===== src/rtl/booth_r4_multiplier_32x32_if.sv =====
// booth_r4_multiplier_32x32_if: start/done handshake bundle, shared in shape with the SRT divider.
interface booth_r4_multiplier_32x32_if #(parameter int WIDTH = 32);
    logic start, is_signed, busy, done;
    logic [WIDTH-1:0] multiplicand_in, multiplier_in;
    logic [2*WIDTH-1:0] product_out;
    modport master (output start, is_signed, multiplicand_in, multiplier_in, input busy, done, product_out);
    modport slave (input start, is_signed, multiplicand_in, multiplier_in, output busy, done, product_out);
endinterface


===== src/rtl/booth_r4_multiplier_32x32.sv =====
// booth_r4_multiplier_32x32: sequential radix-4 Booth multiplier, one digit per cycle into a carry-save pair.
module booth_r4_multiplier_32x32 #(parameter int WIDTH = 32) (
    input logic clk,
    input logic rst_n,
    booth_r4_multiplier_32x32_if.slave bus
);
    localparam int ITER = WIDTH / 2 + 1;
    localparam int P = 2 * WIDTH + 2;
    localparam int CW = $clog2(ITER);
    typedef enum logic [1:0] {IDLE, CALC, FINISH} state_t;
    state_t state;
    logic [CW-1:0] cnt;
    logic [P-1:0] sum, carry, mc, mag, pp, sum_n, carry_n;
    logic [WIDTH+2:0] mr;
    logic one, two, neg;
    // Carry comes out pre-shifted; cin fills the free LSB so a negation's +1 costs no adder.
    function automatic logic [2*P-1:0] csa_3_2(input logic [P-1:0] a, b, c, input logic cin);
        return {a ^ b ^ c, a[P-2:0] & b[P-2:0] | a[P-2:0] & c[P-2:0] | b[P-2:0] & c[P-2:0], cin};
    endfunction
    always_comb begin
        one = mr[0] ^ mr[1];
        two = (mr[2:0] == 3'b011) || (mr[2:0] == 3'b100);
        neg = mr[2] & ~(mr[1] & mr[0]);
        mag = two ? mc << 1 : one ? mc : '0;
        pp = neg ? ~mag : mag;
    end
    assign {sum_n, carry_n} = csa_3_2(sum, carry, pp, neg);
    // mc is kept pre-aligned to the current digit; mr shifts so its low 3 bits are the Booth window.
    always_ff @(posedge clk or negedge rst_n) begin
        if (!rst_n) begin
            state <= IDLE;
            cnt <= '0;
            sum <= '0;
            carry <= '0;
            mc <= '0;
            mr <= '0;
            bus.busy <= 1'b0;
            bus.done <= 1'b0;
            bus.product_out <= '0;
        end else begin
            bus.done <= 1'b0;
            case (state)
                IDLE: if (bus.start) begin
                    mc <= {{(P-WIDTH){bus.is_signed & bus.multiplicand_in[WIDTH-1]}}, bus.multiplicand_in};
                    mr <= {{2{bus.is_signed & bus.multiplier_in[WIDTH-1]}}, bus.multiplier_in, 1'b0};
                    sum <= '0;
                    carry <= '0;
                    cnt <= '0;
                    bus.busy <= 1'b1;
                    state <= CALC;
                end
                CALC: begin
                    sum <= sum_n;
                    carry <= carry_n;
                    mc <= mc << 2;
                    mr <= {{2{mr[WIDTH+2]}}, mr[WIDTH+2:2]};
                    cnt <= cnt + 1'b1;
                    if (cnt == CW'(ITER - 1)) state <= FINISH;
                end
                FINISH: begin
                    bus.product_out <= sum[2*WIDTH-1:0] + carry[2*WIDTH-1:0];
                    bus.done <= 1'b1;
                    bus.busy <= 1'b0;
                    state <= IDLE;
                end
                default: state <= IDLE;
            endcase
        end
    end
endmodule


===== src/flat_wrapper.sv =====
// flat-port wrapper written by rule: the top's interface ports become plain ports
module booth_r4_multiplier_32x32_flat 
#(parameter int WIDTH = 32)
  (clk, rst_n, bus_start, bus_is_signed, bus_multiplicand_in, bus_multiplier_in, bus_busy, bus_done, bus_product_out);
  booth_r4_multiplier_32x32_if #(.WIDTH(WIDTH)) bus_i ();
  input logic clk;
  input logic rst_n;
  input wire logic [$bits(bus_i.start)-1:0] bus_start;
  input wire logic [$bits(bus_i.is_signed)-1:0] bus_is_signed;
  input wire logic [$bits(bus_i.multiplicand_in)-1:0] bus_multiplicand_in;
  input wire logic [$bits(bus_i.multiplier_in)-1:0] bus_multiplier_in;
  output wire logic [$bits(bus_i.busy)-1:0] bus_busy;
  output wire logic [$bits(bus_i.done)-1:0] bus_done;
  output wire logic [$bits(bus_i.product_out)-1:0] bus_product_out;
  assign bus_i.start = bus_start;
  assign bus_i.is_signed = bus_is_signed;
  assign bus_i.multiplicand_in = bus_multiplicand_in;
  assign bus_i.multiplier_in = bus_multiplier_in;
  assign bus_busy = bus_i.busy;
  assign bus_done = bus_i.done;
  assign bus_product_out = bus_i.product_out;
  booth_r4_multiplier_32x32 #(.WIDTH(WIDTH)) u_core (.clk(clk), .rst_n(rst_n), .bus(bus_i));
endmodule

===== config.mk =====
export PLATFORM = sky130hd
export DESIGN_NAME = booth_r4_multiplier_32x32_flat
export DESIGN_NICKNAME = d
export VERILOG_FILES = /design/src/rtl/booth_r4_multiplier_32x32_if.sv /design/src/rtl/booth_r4_multiplier_32x32.sv /design/src/flat_wrapper.sv
export SDC_FILE = /design/constraint.sdc
export NUM_CORES = 1
export LEC_CHECK = 0
export CAP_MARGIN = 30
export CORE_AREA = 2 2 252 254
export CTS_BUF_LIST = sky130_fd_sc_hd__clkbuf_16
export CTS_CLUSTER_DIAMETER = 60
export DETAILED_ROUTE_END_ITERATION = 16
export DIE_AREA = 0 0 254 256
export SYNTH_ARGS = -nofsm -noshare
export SYNTH_HDL_FRONTEND = slang
export SYNTH_SLANG_ARGS = --single-unit

===== constraint.sdc =====
create_clock -name clk -period 3.1 [get_ports clk]
set_input_delay 0.62 -clock clk [delete_from_list [all_inputs] [get_ports clk]]
set_output_delay 0.62 -clock clk [all_outputs]
set_load 0.01 [all_outputs]

# --- Yosys cells after proc, flatten, opt, wreduce, memory -nomap -nowiden ---
# Cells that the tools add are included.
word_totals:
  output_inout_bits: 66
  mem_bits_rw: 0
  n_memories: 0
  romBits: 0
  inputBits: 68
  reg_bits: 306
  latchBits: 0
op_classes:
  n_mul: 0
  muxes: 18
  add_sub_neg: 2
  n_div: 0
  n_lt_le_gt_ge: 0
  eq_ne: 7
  n_reduce_logical: 8
  n_shift: 0
  bitwise_logic: 15
op_table:
  columns: ["operator", "n"]
  rows:
  - ["one-hot mux 66 bit (2 select lines)", 3]
  - ["2-to-1 mux 66 bit", 5]
  - ["bitwise AND 65 bit", 3]
  - ["bitwise XOR 66 bit", 2]
  - ["bitwise OR 65 bit", 2]
  - ["one-hot mux 35 bit (2 select lines)", 1]
  - ["inverter 66 bit", 1]
  - ["adder 64 bit", 1]
  - ["2-to-1 mux 35 bit", 1]
  - ["one-hot mux 5 bit (2 select lines)", 1]
  - ["AND reduction 2 bit", 3]
  - ["adder 5 x 1 -> 5 bit, second input constant", 1]
  - ["== test 5 bit, second input constant", 1]
  - ["2-to-1 mux 5 bit", 1]
  - ["bitwise AND 1 bit", 4]
  - ["2-to-1 mux 2 bit", 2]
  - ["one-hot mux 2 bit (2 select lines)", 1]
  - ["nonzero test 2 bit", 2]
  - ["== test 3 x 2 -> 1 bit, second input constant", 1]
  - ["== test 3 bit, second input constant", 1]
  - ["AND reduction 3 bit", 1]
  - ["== test 2 x 1 -> 1 bit, second input constant", 1]
  - ["== test 2 bit, second input constant", 1]
  - ["zero test 2 bit", 1]
  - ["other kinds (7)", 9]

# --- Longest topological paths before layout ---
# Gate-level depths: netlist of the first run.
depth:
  ltp_word: 9
  ltp_mapped: 11
  mapped_depth_nobuf: 10

# --- Worst setup path before layout of the first run ---
# No wires, ideal clock.
synth_path:
  path_kind: "register -> register"
  start: "register u_core.carry[24]"
  end: "register u_core.bus.product_out[58]"
  path_stages_with_launch: 12
  arrival_ns: 2.462
  n_path_buf: 1
  t_required_ns: 2.966
  period_less_slack_ns: 2.596
  slack_ns: 0.504
  setup_time_ns: 0.134
  path_cell_list: "dfrtp_1 -> ha_1 -> buf_2 -> nand4_4 -> nor2_4 -> nand2_1 -> or4_4 -> a31oi_4 -> nor2_4 -> a2111oi_4 -> o21a_1 -> o31ai_2"
synth_between:
  elab_chain_len: 1
synth_lines:
  columns: ["item", "line_no", "rtl"]
  rows:
  - ["start, declared", "booth_r4_multiplier_32x32.sv:13", "logic [P-1:0] sum, carry, mc, mag, pp, sum_n, carry_n;"]
  - ["start signal, assigned", "booth_r4_multiplier_32x32.sv:54", "carry <= carry_n;"]
  - ["adder 64 bit", "booth_r4_multiplier_32x32.sv:61", "bus.product_out <= sum[2*WIDTH-1:0] + carry[2*WIDTH-1:0];"]
  - ["end signal, assigned", "booth_r4_multiplier_32x32.sv:61", null]
  - ["end, declared", "booth_r4_multiplier_32x32_if.sv:7", "modport slave (input start, is_signed, multiplicand_in, multiplier_in, output busy, done, product_out);"]
# Every way passes these cells.
# A chain may end at the register's enable or synchronous reset.

# --- Worst setup path in the final report of the first run ---
layout_path:
  start: "register u_core.carry[8]"
  end: "register u_core.bus.product_out[57]"
# Same word-level chain as after synthesis.

==> results by group, run 1 <==
Floorplan
  – Core Area: a little over 60000 sq um
  – Die Width: ~250 microns
  – Die area: 65000 sq um
  – Die height: roughly 260 microns
  – IO Count: between 100 and 150
  – Initial core utilization: between 20% and 30%
  – Row count: approximately 90

Setup path
  – Crit start category: flip-flop
  – CP required: about 3600 ps
  – Crit path buf inv count: 2
  – Slowest stage cell, crit path: or4_1
  – Worst path cell trace: ha_1 -> nand2_1 -> nor2_2 -> o21a_1 -> o31a_1 -> o21ai_1 -> buf_4 -> o21bai_2 -> a31oi_1 -> buf_4 -> or4_1 -> nand3_1
  – FF-to-FF Start: u_core.carry[8]
  – Worst stage delay on the critical path: between 400 and 500 ps
  – CP top delay family: simple AND/OR/NAND/NOR gates
  – Crit-path max FO: 4
  – WS Path Type: flip-flop to flip-flop
  – Reg2reg end: u_core.bus.product_out[57]
  – Crit. End Element: flip-flop
  – Reg2reg path depth: 12
  – Critical Path AT: between 3000 and 4000 ps
  – Reg2reg setup slack: slightly above 40 ps
  – CP most frequent cell: buf_4

Clock network
  – Post-CTS Setup Bufs: 0
  – Reg clk slew, reported paths: about 60 ps
  – Clk root buf: clkbuf_16
  – H-tree levels: 2
  – TritonCTS clock tree: done
  – Max Root-Sink Buffers: 3
  – Clock buffer count from CTS: 40
  – Clock sink count: 300
  – Clk_lat worst skew: around 570 ps

Route
  – Per-cell routed wire length: approximately 17 microns
  – Post-DR vias/cell: between 4 and 5
  – DR DRC count: 0
  – Total Routed Length: 51000 microns
  – Vias: about 15000
  – DRT iter0 DRCs: slightly above 900
  – Drt pass-1 iters: 5
  – Antenna violation net count after detailed routing: 0

Worst hold path
  – Worst hold endpoint: u_core.mr[6]
  – Worst hold path startpoint: u_core.mr[6]
  – Hold Path Stages: 2
  – Min-Delay Path Class: flip-flop to flip-flop

Layout
  – Fill count: around 6400
  – P&R area growth vs syn: 20.3%
  – Most common cell after layout, fill and taps aside: dfrtp_1
  – Share of cells above drive strength 1: approximately 6.8%
  – Nets@finish: around 2400
  – Final Instance Area: about 22000 sq um
  – Most frequent cells in the layout: dfrtp_1, o21ai_0, nand3_1
  – Antenna diode count: 0

Synth
  – Synth Instances: around 2100
  – Most used flip-flop cell after synthesis: dfrtp_1
  – Main combinational cell family by area after synthesis: compound AO/OA/AOI/OAI gates
  – Mux cell area share after synthesis: 0.115%
  – Synth Area in XOR/XNOR: roughly 5.7%
  – Syn Nets: about 2300
  – Adder-cell share of the synthesized area: between 10% and 20%
  – Avg Inst Size Synth: ~8.7 sq um
  – Yosys reg bits: 300
  – Register area share after synthesis: roughly two fifths
  – Synthesized area: 18500 sq um
  – Synth cell types: 67
  – Warnings from Yosys: 0
  – Fraction of the mapped netlist area in compound gates: a little under a fifth
  – Simple-Gate Fraction of Synth Area: 17.3%
  – Post-synth EDFFs: 0
  – Async set or reset register ratio after synthesis: 100%

Timing
  – Worst Slack Setup Final: roughly 41 ps
  – Slew Limit Headroom: 50.6%
  – Crit share post-route: 98.7%
  – Worst clock skew: approximately 21 ps
  – Worst hold slack: roughly 480 ps
  – Final hold viol count: 0
  – Maximum clock rate: 327 MHz
  – Clock period minus worst slack: 3060 ps
  – Final setup violation count: 0
  – RSZ-0062 raised after global routing: true
  – Post-Route Setup TNS: 0 ps
  – Slew @ Worst Pin: around 740 ps
  – Pins Over Slew Limit: 0

Global route
  – Gr ovfl total: 0
  – First-pass GRT wire length: roughly 84000 microns
  – Vias in the first global route: between 15000 and 20000
  – Antenna violations before repair: 0
  – Largest net degree at the start of global routing: between 100 and 150
  – Total track usage: between 10% and 20%

Placement
  – Dpl hpwl: approximately 37000 microns
  – IO buf count: around 130
  – GP Congestion: 0.920
  – Setup WS pre-CTS: around 24 ps
  – Post-placement cell area: approximately 21000 sq um

Pwr
  – Leakage: 9.65 nW
  – PwrDens: 1380 nW/um^2
  – Peak VDD IR: slightly below 600 uV

Status
  – Outcome: finished clean

Job
  – Max Cap Viol: 0
power by group:
group / switching (mW) / internal [mW] / leakage, nW
sequential: 1.59 / 6.06 / 3.63
combinational: 10.9 / 7.61 / 5.40
clock: 1.86 / 2.49 / 0.616
total: 14.4 / 16.2 / 9.65
per-layer routing:
| metal | wire length (microns) | vias up | GRT usage [%] |
|---|---|---|---|
| met5 | 0 | - | 0 |
| met4 | 1310 | 0 | 4.82 |
| met3 | 2560 | 71 | 3.06 |
| met2 | 23600 | 331 | 25.4 |
| met1 | 23500 | 7396 | 21.8 |
| li1 | - | 7479 | - |
cell families after synthesis:
kind of cell	after synthesis
AOI/OAI and AO/OA	582
xor gates and xnor gates	120
adders and majority gates	131
DFF	300
and+or+nand+nor	682
muxes	2
buffers and inverters	298
metrics by stage:
step                      util [%]  total power, mW  std cells
after floorplan                  -             20.1       2115
final                         35.6             30.5       3074
after detailed placement      33.5             26.2       3002
after CTS                     35.4             30.7       3074
after global routing          35.6             33.7       3074
after global placement        33.4             25.6       3001
registers in the layout (all words and copies together), names as in the netlist:
name                    flops
u_core.carry               64
u_core.mc                  64
u_core.bus.done             1
u_core.bus.busy             1
u_core.cnt                  5
u_core.bus.product_out     64
u_core.state                2
u_core.sum                 64
u_core.mr                  35
what timing repair did:
action	CTS	global route
gates resized for setup	0	18
endpoints found under the hold margin	6	0
hold buffers	1	0
setup endpoints to repair	0	20
area by class of cell:
| cell class | instances | area [sq um] | area share [%] |
|---|---|---|---|
| clock inverters | 30 | 194 | 0.874 |
| repair buffers | 189 | 1900 | 8.56 |
| clock buffers | 41 | 1030 | 4.62 |
| flip-flops and latches | 300 | 7510 | 33.8 |
| well taps | 846 | 1060 | 4.77 |
| inverters | 151 | 567 | 2.55 |
| multi-input cells | 1517 | 9940 | 44.8 |
worst max-delay path by stage:
stage	from	end	slack, ps	cells after the start
after floorplan	u_core.carry[24]	u_core.bus.product_out[58]	500	11
after global placement	u_core.carry[3]	u_core.bus.product_out[57]	100	12
after detailed placement	u_core.sum[3]	u_core.bus.product_out[57]	20	12
after CTS	u_core.carry[3]	u_core.bus.product_out[57]	10	12
after global routing	u_core.carry[28]	u_core.bus.product_out[57]	-120	12
final	u_core.carry[8]	u_core.bus.product_out[57]	40	12
cells in the mapped netlist (all sizes together) (5+ instances only):
cell type / n / area, sq um
o21ai: 239 / 1200
xor2: 23 / 201
or3: 5 / 31.3
nand3: 210 / 1050
a31oi: 17 / 121
a211oi: 5 / 37.5
ha: 68 / 851
nor3: 12 / 60.1
nand2b: 6 / 37.5
clkbuf: 119 / 447
o31ai: 11 / 103
nor2: 130 / 510
buf: 28 / 129
o211ai: 6 / 50.1
xnor2: 97 / 850
fa: 63 / 1260
o22ai: 48 / 300
o21a: 6 / 45.0
nand4: 24 / 165
nand2: 210 / 791
and3: 68 / 425
o21bai: 21 / 161
a21o: 33 / 248
dfrtp: 300 / 7510
a21oi: 153 / 769
a22oi: 16 / 120
inv: 151 / 567
worst min-delay path: stages, from the launching register on:
cell,delay [ps]
dfrtp_1,340
nand2_1,50
nand2_1,50
Power figures use the tool's default switching activity.
==> run 2, diff against run 1 <==
CORE_AREA = 2 2 188 172   (was 2 2 252 254)
DIE_AREA = 0 0 190 174   (was 0 0 254 256)
PLACE_DENSITY = 0.81   (was default)
==> run 2 against run 1 <==
Die area fell by 49%. Utilization up 33 points. Flip-flop and latch count stayed put. Largest cell class unchanged. Highest routed layer unchanged.
==> results by group, run 2 (synthesis gave the netlist of run 1 again) <==
Clock network
  – Reg clk slew, reported paths: 60 ps (about the same)
  – Hold_buf cts: 0 (-1)
  – Clk root buf: clkbuf_16
  – Clk_lat worst skew: 520 ps (-50 ps)
  – Clock buffer count from CTS: 35 (-13%)
  – Clock sink count: 300 (unchanged)
  – Max Root-Sink Buffers: 3 (unchanged)
  – TritonCTS clock tree: done
  – H-tree levels: 2 (unchanged)

Timing
  – Slew @ Worst Pin: 964 ps (+224 ps)
  – RSZ-0062 raised after global routing: false
  – Pins Over Slew Limit: 0 (unchanged)
  – Post-Route Setup TNS: 0 ps (unchanged)
  – Crit share post-route: 96.4% (-2.3 points)
  – Worst clock skew: 13.0 ps (-8.17 ps)
  – Slew Limit Headroom: 35.7% (-15 points)
  – Final setup violation count: 0 (unchanged)
  – Maximum clock rate: 335 MHz (+2.4%)
  – Clock period minus worst slack: 2990 ps (-70.3 ps)
  – Final hold viol count: 0 (unchanged)
  – Worst Slack Setup Final: 111 ps (+70.3 ps)

Floorplan
  – IO Count: 134 (unchanged)
  – Die height: 174 microns (-32%)
  – Row count: 62 (-33%)
  – Die Width: 190 microns (-25%)
  – Die area: 33100 sq um (-49%)
  – Core Area: 31300 sq um (-50%)
  – Initial core utilization: 59.0% (+29 points)

Setup path
  – Reg2reg end: u_core.bus.product_out[52]
  – FF-to-FF Start: u_core.sum[25]
  – Crit-path max FO: 7 (+3)
  – Reg2reg path depth: 11 (-1)
  – Crit. Startpoint: u_core.sum[25]
  – Crit start category: flip-flop
  – Crit path to: u_core.bus.product_out[52]
  – Crit. End Element: flip-flop
  – Reg2reg setup slack: 110 ps (+70 ps)
  – CP required: 3530 ps (-70 ps)
  – WS Path Type: flip-flop to flip-flop
  – Critical Path AT: 3420 ps (-140 ps)

Placement
  – Placed cells: 2578 (-14%)
  – GP Congestion: 0.911 (-0.90%)
  – IO buf count: 133 (unchanged)
  – Setup WS pre-CTS: 82.9 ps (+58.8 ps)
  – Dpl hpwl: 33000 microns (-10%)

Route
  – Drt pass-1 iters: 8 (+3)
  – DR DRC count: 0 (unchanged)
  – Vias: 15700 (+2.5%)
  – Total Routed Length: 46900 microns (-8.1%)
  – Antenna violation net count after detailed routing: 0 (unchanged)
  – DRT iter0 DRCs: 1500 (+61%)
  – Per-cell routed wire length: 17.8 microns (+6.9%)
  – Post-DR vias/cell: 5.93 (+19%)

Layout
  – Fill count: 2384 (-63%)
  – Final Util: 68.9% (+33 points)
  – Seq. cell area: 7510 sq um (unchanged)
  – Nets@finish: 2400 (+0.083%)
  – Area of the multi-input gates: 9960 sq um (+0.24%)
  – Most frequent cells in the layout: dfrtp_1, o21ai_0, nand3_1
  – Non-Filler Instances: 2641 (-14%)
  – Most common cell after layout, fill and taps aside: dfrtp_1
  – P&R area growth vs syn: 16.7%
  – Share of cells above drive strength 1: 6.79% (+0.012 points)

Global route
  – Gr ovfl total: 0 (unchanged)
  – Largest net degree at the start of global routing: 246 (+100%)
  – Total track usage: 28.9% (+13 points)
  – Vias in the first global route: 15200 (-0.74%)
  – Antenna violations before repair: 1 (+1)
  – First-pass GRT wire length: 78100 microns (-7.3%)

Job
  – Max Cap Viol: 0 (unchanged)

Status
  – Outcome: finished clean

Worst hold path
  – Min-Delay Path Class: primary input to asynchronous set/reset pin
[run 2: worst min-delay path by stage]
stage / start / endpoint / slack, ps / depth (start not counted)
after floorplan: rst_n / u_core.bus.busy / 320 / 0
after global placement: u_core.bus.product_out[40] / u_core.bus.product_out[40] / 460 / 2
after detailed placement: u_core.mr[3] / u_core.mr[3] / 470 / 2
after CTS: rst_n / u_core.mc[16] / 50 / 1
after global routing: rst_n / u_core.mc[16] / 60 / 1
final: rst_n / u_core.mc[16] / 20 / 1
[run 2: area by class of cell]
class	instances	area share, %
Multi-Input combinational cell	1517	46.3
Sequential cell	300	34.9
Timing Repair Buffer	196	8.87
Clock buffer	37	4.30
Inverter	151	2.63
Tap cell	416	2.42
Clock inverter	23	0.645
Antenna cell	1	0.0116
[run 2: worst max-delay path, stage by stage (launching register included)]
cell     delay [ps]
dfrtp_1         410
ha_2            430
and2_1          280
nand4_1         150
or2_2           320
nor3_1          180
a21oi_1         130
buf_4           170
o31ai_2         370
a21oi_1         140
xor2_1          160
o21ai_0         160
[run 2: per-stage QoR]
step / area, sq um / hold slack, ps
after floorplan: 18500 / 324
after global placement: 20300 / 461
after detailed placement: 20300 / 469
after CTS: 21400 / 47.2
after global routing: 21500 / 61.8
final: 21500 / 16.5
[run 2: metal layers]
| layer | up-vias | part of all wire, % | track usage [%] |
|---|---|---|---|
| met5 | - | 0 | 0 |
| met3 | 72 | 7.3 | 5.71 |
| met4 | 0 | 1.7 | 5.91 |
| met1 | 7591 | 47 | 44.9 |
| met2 | 510 | 43 | 42.2 |
| li1 | 7485 | - | - |
[run 2: what timing repair did]
| action | CTS | global route |
|---|---|---|
| gates resized for setup | 0 | 21 |
| endpoints found under the setup margin | 0 | 16 |
| buffers inserted | 0 | 2 |
Power of run 2 is left out: the tool's default activity adds up to more than one toggle a clock period on the data nets, which glitch-free logic cannot reach.
==> run 3, diff against run 2 <==
CORE_AREA = 2 2 185 169   (was 2 2 188 172)
DIE_AREA = 0 0 187 171   (was 0 0 190 174)
DONT_BUFFER_PORTS = 1   (was default)
PLACE_DENSITY = 0.75   (was 0.81)
==> run 3 against run 2 <==
The flow now finishes with violations (hold timing). Maximum frequency shrank 1.2%. Routed wire length shrank 2.9%. Worst setup slack lost 38 ps. Largest cell class unchanged.
==> results by group, run 3 (synthesis gave the netlist of run 1 again) <==
Setup path
  – WS Path Type: flip-flop to flip-flop
  – Crit start category: flip-flop
  – Reg2reg setup slack: 70 ps (-40 ps)
  – Crit. End Element: flip-flop
  – Crit-path max FO: 5 (-2)
  – Reg2reg path depth: 11 (unchanged)
  – Critical Path AT: 3460 ps (+40 ps)
  – CP required: 3530 ps (about the same)
  – Reg2reg end: u_core.bus.product_out[63]
  – FF-to-FF Start: u_core.carry[8]

Clock network
  – Clock buffer count from CTS: 36 (+2.9%)
  – Clock sink count: 300 (unchanged)
  – Clk_lat worst skew: 520 ps (about the same)
  – Clk root buf: clkbuf_16
  – TritonCTS clock tree: done
  – Max Root-Sink Buffers: 3 (unchanged)
  – Post-CTS Setup Bufs: 0 (unchanged)
  – H-tree levels: 2 (unchanged)
  – Reg clk slew, reported paths: 60 ps (about the same)

Floorplan
  – Initial core utilization: 60.9% (+1.9 points)
  – Die Width: 187 microns (-1.6%)
  – Die area: 32000 sq um (-3.3%)
  – Row count: 61 (-1.6%)
  – Core Area: 30300 sq um (-3.1%)
  – IO Count: 134 (unchanged)
  – Die height: 171 microns (-1.7%)

Job
  – Max Cap Viol: 0 (unchanged)

Route
  – DR DRC count: 0 (unchanged)
  – Per-cell routed wire length: 18.4 microns (+3.4%)
  – DR WL met3: 3550 microns (+3.3%)
  – Drt pass-1 iters: 5 (-3)
  – WL met2: 19000 microns (-6.7%)
  – Max layer used: met4
  – Vias: 15200 (-3.1%)
  – Antenna violation net count after detailed routing: 0 (unchanged)
  – Post-DR vias/cell: 6.12 (+3.2%)
  – DRT iter0 DRCs: 1452 (-3.2%)
  – WL met1: 22100 microns (-0.71%)
  – Total Routed Length: 45500 microns (-2.9%)

Timing
  – Final setup violation count: 0 (unchanged)
  – Maximum clock rate: 330 MHz (-1.2%)
  – Clock period minus worst slack: 3030 ps (+37.5 ps)
  – Worst hold slack: -198 ps (-214 ps)
  – Worst clock skew: 12.9 ps (-0.104 ps)
  – Slew Limit Headroom: 18.0% (-18 points)
  – Slew @ Worst Pin: 1230 ps (+266 ps)
  – Crit share post-route: 97.6% (+1.2 points)
  – RSZ-0062 raised after global routing: true
  – Pins Over Slew Limit: 0 (unchanged)
  – Final hold viol count: 136 (+136)

Global route
  – Antenna violations before repair: 0 (-1)
  – Vias in the first global route: 14400 (-5.4%)
  – Total track usage: 29.2% (+0.23 points)
  – Largest net degree at the start of global routing: 301 (+22%)
  – Gr ovfl total: 0 (unchanged)
  – First-pass GRT wire length: 76300 microns (-2.4%)

Layout
  – Fill count: 2441 (+2.4%)
  – Most common cell after layout, fill and taps aside: dfrtp_1
  – P&R area growth vs syn: 8.50%
  – Most frequent cells in the layout: dfrtp_1, o21ai_0, nand3_1
  – Nets@finish: 2244 (-6.5%)
  – Share of cells above drive strength 1: 6.18% (-0.61 points)
  – Final Instance Area: 20000 sq um (-7.0%)
  – Antenna diode count: 0 (-1)

Placement
  – Post-placement cell area: 18800 sq um (-7.5%)
  – IO buf count: 0 (-100%)
  – Dpl hpwl: 31300 microns (-5.2%)
  – GP Congestion: 0.929 (+2.0%)

Status
  – Failing checks: hold timing
  – Outcome: finished with violations

Worst hold path
  – Min-Delay Path Class: primary input to asynchronous set/reset pin
==> run 3: changes by cell type in the layout (fill, tap and decap cells not counted), sizes merged <==
| cell | previous run | this run |
|---|---|---|
| buf | 64 | 39 |
| clkinv | 9 | 15 |
| diode | 1 | 0 |
| inv | 164 | 159 |
| clkinvlp | 0 | 1 |
| bufinv | 1 | 3 |
| clkdlybuf4s50 | 132 | 0 |
==> run 3: timing repair <==
item | 4_1_cts | 5_1_grt
resized for setup | 0 | 14
hold endpoints to repair | 300 | 300
setup endpoints to repair | 0 | 23
==> run 3: worst max path at each step <==
stage / startpoint / endpoint / slack, ps / cells past startpoint
2_1_floorplan: u_core.carry[24] / u_core.bus.product_out[58] / 500 / 11
3_3_place_gp: u_core.carry[3] / u_core.bus.product_out[60] / 220 / 11
3_5_place_dp: u_core.carry[6] / u_core.bus.product_out[63] / 70 / 11
4_1_cts: u_core.carry[6] / u_core.bus.product_out[63] / 50 / 11
5_1_grt: u_core.carry[8] / u_core.bus.product_out[63] / -20 / 11
6_report: u_core.carry[8] / u_core.bus.product_out[63] / 70 / 11
==> run 3: metrics by stage <==
stage	hold slack [ps]	TNS, ps	setup WS (ps)	cells	util, %
5_1_grt	-212	-46.9	-19.8	2480	66.1
2_1_floorplan	324	0	504	2115	-
3_5_place_dp	332	0	66.9	2416	62.1
3_3_place_gp	332	0	219	2415	62.1
4_1_cts	-210	0	48.3	2480	65.9
6_report	-198	0	73.9	2480	66.1
==> run 3: final cells by class <==
class / count / area (sq um) / area share, %
Inverter: 151 / 567 / 2.83
Multi-Input combinational cell: 1517 / 9920 / 49.5
Clock inverter: 27 / 210 / 1.05
Clock buffer: 37 / 926 / 4.62
Sequential cell: 300 / 7510 / 37.5
Tap cell: 409 / 512 / 2.56
Timing Repair Buffer: 39 / 380 / 1.90
==> run 3: metal layers <==
metal | up-vias | track usage [%]
met5 | - | 0
met4 | 0 | 6.38
met3 | 67 | 6.71
met2 | 543 | 41.2
met1 | 7396 | 45.5
li1 | 7167 | -
==> run 3: critical path: stages, from the launching register on <==
cell	delay, ps
dfrtp_1	400
ha_1	400
nand2_1	150
o21ai_2	280
a21boi_0	170
o211ai_2	320
a41oi_4	250
nor4_4	350
a31oi_1	150
xnor2_1	150
buf_4	150
o21ai_0	160
Power of run 3 is left out for the same reason.
